File: config.mk
export PLATFORM = sky130hd
export DESIGN_NAME = game_countdown_timer
export DESIGN_NICKNAME = d
export VERILOG_FILES = /design/src/rtl/game_countdown_timer.sv
export SDC_FILE = /design/constraint.sdc
export NUM_CORES = 1
export LEC_CHECK = 0
export BUFFER_PORTS_ARGS = -buffer_cell sky130_fd_sc_hd__buf_2
export CAP_MARGIN = 5
export CORE_MARGIN = 2
export CORE_UTILIZATION = 60
export CTS_CLUSTER_DIAMETER = 30
export DETAILED_ROUTE_END_ITERATION = 8
export HOLD_SLACK_MARGIN = 0.06
export PLACE_DENSITY = 0.87
export SLEW_MARGIN = 15
export SYNTH_ARGS = -nofsm -noshare
export SYNTH_HDL_FRONTEND = slang
export SYNTH_SLANG_ARGS = --single-unit
File: constraint.sdc
create_clock -name clk -period 2.7 [get_ports clk]
set_clock_uncertainty 0.2 [all_clocks]
set_input_delay 0.135 -clock clk [delete_from_list [all_inputs] [get_ports clk]]
set_output_delay 0.135 -clock clk [all_outputs]
set_load 0.01 [all_outputs]
File: src/rtl/game_countdown_timer.sv
// Round countdown timer: counts START_SECONDS down in BCD after a start request.
// Optional `warn` output is built when the TIMER_WARN_EN macro is defined.
module game_countdown_timer #(
  parameter int TICK_DIV      = 100_000_000,
  parameter int START_SECONDS = 60,
  parameter int WARN_SECONDS  = 10
) (
  input  logic       clk,
  input  logic       rst,
  input  logic       start,
  output logic       running,
  output logic       timerEnd,
  output logic [3:0] sec_tens,
  output logic [3:0] sec_ones
`ifdef TIMER_WARN_EN
  ,
  output logic       warn
`endif
);

  localparam int            PW      = $clog2(TICK_DIV);
  localparam logic [PW-1:0] PS_LAST = PW'(TICK_DIV - 1);
  localparam logic [7:0]    RELOAD  = {4'(START_SECONDS / 10), 4'(START_SECONDS % 10)};

  localparam logic [1:0] IDLE = 2'd0;
  localparam logic [1:0] RUN  = 2'd1;
  localparam logic [1:0] DONE = 2'd2;

  // BCD decrement that saturates at 00 instead of wrapping.
  function automatic logic [7:0] bcd_dec_sat(input logic [7:0] v);
    logic [7:0] r;
    if (v == 8'h00)
      r = 8'h00;
    else if (v[3:0] == 4'd0)
      r = {v[7:4] - 4'd1, 4'd9};
    else
      r = {v[7:4], v[3:0] - 4'd1};
    return r;
  endfunction

  logic [1:0]    state_p0, state_nx;
  logic [PW-1:0] presc_p0, presc_nx;
  logic [7:0]    digits_p0, digits_nx;
  logic          tick;

  assign tick = (presc_p0 == PS_LAST);

  always_comb begin
    state_nx  = state_p0;
    presc_nx  = presc_p0;
    digits_nx = digits_p0;
    case (state_p0)
      IDLE: begin
        digits_nx = RELOAD;
        if (start) begin
          state_nx = RUN;
          presc_nx = '0;
        end
      end
      RUN: begin
        // start is deliberately ignored here so a held button cannot restart the round
        if (tick) begin
          presc_nx  = '0;
          digits_nx = bcd_dec_sat(digits_p0);
          if (digits_nx == 8'h00)
            state_nx = DONE;
        end else begin
          presc_nx = presc_p0 + PW'(1);
        end
      end
      DONE: begin
        digits_nx = 8'h00;
        if (start) begin
          state_nx  = RUN;
          presc_nx  = '0;
          digits_nx = RELOAD;
        end
      end
      default: state_nx = IDLE;
    endcase
  end

  // Stage p0: state, prescaler, digits and registered status outputs
  always_ff @(posedge clk) begin
    if (!rst) begin
      state_p0  <= IDLE;
      presc_p0  <= '0;
      digits_p0 <= RELOAD;
      running   <= 1'b0;
      timerEnd  <= 1'b0;
    end else begin
      state_p0  <= state_nx;
      presc_p0  <= presc_nx;
      digits_p0 <= digits_nx;
      running   <= (state_nx == RUN);
      timerEnd  <= (state_nx == DONE);
    end
  end

  assign sec_tens = digits_p0[7:4];
  assign sec_ones = digits_p0[3:0];

`ifdef TIMER_WARN_EN
  // Packed BCD compares correctly as an unsigned byte.
  localparam logic [7:0] WARN_BCD = {4'(WARN_SECONDS / 10), 4'(WARN_SECONDS % 10)};

  always_ff @(posedge clk) begin
    if (!rst)
      warn <= 1'b0;
    else
      warn <= (state_nx == RUN) && (digits_nx <= WARN_BCD) && (digits_nx != 8'h00);
  end
`endif

endmodule

==> impl_metrics.toml <==
[yosys]
synth_area_mm2 = 0.00228
yosys_warnings = 0
synth-async-reset-ratio = 0
synth_flop_cell = "dfxtp_1"
synth-edff-count = 0
synth_xor_area_frac = 0.0882
synth_nets = 292
syn_inst = 280
synth_area_per_cell_um2 = 8.16
synth_top_family_by_area = "simple AND/OR/NAND/NOR gates"
ys_ff_latch = 39
yosys.area_share.simple = 0.330
yosys-mux-area-fraction = 0.0175
synth-compound-area-share = 0.122
synthAdderAreaFrac = 0.0493
synth_cell_types = 51
ys_seq_area_frac = 0.342

[pwr]
p_per_area_mw_per_mm2 = 479
ir_drop_mv = 0.382
leakage_uw = 0.000878

[detailed_routing]
routed_wl_um = 4990
drc = 0
firstDrtPassIters = 4
antenna_left = 0
drtIter0Drc = 175
wl_per_cell_um = 14.6
routed-via-count = 2050
via_per_inst = 5.99

[placed_design]
dp_cells = 332
port-buffer-count = 12
hpwl_um = 3350
gp_congestion = 0.870

[clocking]
cts_buffers = 5
clkSinkCount = 39
cts_tree = "built"
clk_pin_slew_worst_paths_ns = 0.07
cts_buffer_depth = 2
cts.root.buffer_cell = "clkbuf_8"
post-cts-setup-buffer-count = 0
cts_max_level = 2
insertion_delay_ns = 0.29

[floorplan]
die_h_um = 65.7
rows = 22
dieWidth_um = 65.7
dieArea_mm2 = 0.00432
io-pin-count = 13
core_mm2 = 0.00366
start_util = 0.624

[grt]
grt_pass1_wl_um = 8630
grtUsageTotal = 0.259
grt_pass1_vias = 1992
grt_max_degree = 28
grt_overflow_total = 0
antenna_found_initial = 0

[finish]
diodes = 0
finalNonFillerCells = 342
fillers = 294
multi_input_area_mm2 = 0.00139
syn2layout_area_growth_pct = 10.4
final_nets = 305
drive_gt1_frac = 0.126
layout.area.seq_um2 = 783

[timing]
setup_tns_ns = 0
hold_ws_ns = 0.304
fmax_mhz = 403
setup_viol = 0
period_minus_slack_ns = 2.48
hold_violations = 0
worstMarginPinSlew_ns = 0.690
final_max_slew_viol_count = 0
rsz0062_at_grt = "no"
relSlewSlack = 0.536
period_share = 0.919

[hold_path]
min_to = "digits_p0[1]"
worstHoldPathType = "reg -> reg"
worstHoldStart = "digits_p0[1]"
hold_depth = 2

[flow_run]
max_cap_violations = 0

[setup_path]
rrSetupSlack_ns = 0.22
rr_endpoint = "state_p0[0]"
path_class = "reg -> reg"
r2r_start = "digits_p0[0]"
reg2reg_depth = 5
cp-start-kind = "flop"
worstPathMaxFanout = 7
end_kind = "flop"
arrival_ns = 2.46
required_ns = 2.68

[run_status]
status = "finished clean"
[worst max-delay path by stage]
| stage | startpoint | to | slack (ns) | cells after the start |
|---|---|---|---|---|
| floorplan | digits_p0[4] | timerEnd | 0.34 | 7 |
| global placement | digits_p0[4] | timerEnd | 0.26 | 7 |
| detailed placement | digits_p0[4] | timerEnd | 0.21 | 7 |
| CTS | digits_p0[4] | state_p0[0] | 0.18 | 7 |
| global route | digits_p0[4] | timerEnd | 0.08 | 7 |
| finish | digits_p0[0] | state_p0[0] | 0.22 | 5 |
[where the power goes]
group | internal (µW) | switching [µW]
logic | 44.7 | 71.4
registers | 583 | 9.95
clock network | 299 | 199
total | 926 | 280
[kinds of logic (layout without fill, tap and decap cells)]
logic type | after synthesis | in the layout
AO/OA/AOI/OAI | 41 | 41
AND/OR/NAND/NOR | 136 | 136
buffers and inverters | 28 | 42
multiplexers | 4 | 4
adder cells (fa/ha/maj) | 9 | 9
XOR/XNOR | 23 | 23
flip-flops | 39 | 39
[flip-flops by register name, indices dropped and copies added (netlist names)]
| signal | flops |
|---|---|
| presc_p0 | 27 |
| running | 1 |
| digits_p0 | 8 |
| timerEnd | 1 |
| state_p0 | 2 |
[metal layers]
layer	vias up	share of wire	track usage
li1	1028	-	-
met1	955	0.44	0.308
met2	49	0.49	0.439
met3	18	0.040	0.0548
met4	0	0.030	0.125
met5	-	0	0
[worst max-delay path, stage by stage (launching register included)]
cell	delay [ns]
dfxtp_1	0.37
or4b_2	0.69
o311a_1	0.16
o41ai_1	0.54
and3_1	0.30
a21boi_1	0.10
[layout by cell type, fill, tap and decap left out, types with 5 or more instances in the layout]
cell type  instances
nand3_1           11
buf_4              5
inv_1             15
dfxtp_1           37
a21oi_1           10
nand4_1           11
nand2b_1           6
o21ai_0            7
clkbuf_8           6
nor3b_1            5
nor2_1            33
ha_1               9
nand2_1           21
nor4_1            12
xnor2_1           19
and4_1             5
buf_2             12
[synthesized netlist by cell type (5+ instances only)]
| master | count | area share |
|---|---|---|
| dfxtp_1 | 39 | 0.34 |
| nor2_1 | 33 | 0.054 |
| nand2_1 | 21 | 0.035 |
| xnor2_1 | 19 | 0.073 |
| inv_1 | 15 | 0.025 |
| nor4_1 | 12 | 0.033 |
| nand3_1 | 11 | 0.024 |
| nand4_1 | 11 | 0.030 |
| a21oi_1 | 10 | 0.022 |
| ha_1 | 9 | 0.049 |
| clkbuf_1 | 8 | 0.013 |
| o21ai_0 | 7 | 0.015 |
| nand2b_1 | 6 | 0.016 |
| and4_1 | 5 | 0.019 |
| nor3b_1 | 5 | 0.016 |
[through the flow]
| stage | utilization | power (µW) | instance area, µm² | setup WS [ns] |
|---|---|---|---|---|
| 2_1_floorplan | - | 688 | 2280 | 0.341 |
| 3_3_place_gp | 0.650 | 713 | 2380 | 0.260 |
| 3_5_place_dp | 0.650 | 715 | 2380 | 0.214 |
| 4_1_cts | 0.688 | 1220 | 2520 | 0.183 |
| 5_1_grt | 0.688 | 1250 | 2520 | 0.0757 |
| 6_report | 0.688 | 1210 | 2520 | 0.219 |
[layout make-up]
class	instances	area share
multi-input combinational	213	0.550
tap	48	0.0238
sequential	39	0.311
clock inverter	2	0.0139
inverter	15	0.0223
clock buffer	6	0.0328
timing repair buffer	19	0.0467
[what timing repair did]
item                                    CTS  global route
endpoints found under the hold margin     7             0
hold buffers                              2             0
gates resized for setup                   0             3
endpoints found under the setup margin    0             2
(Power assumes the default switching activity.)
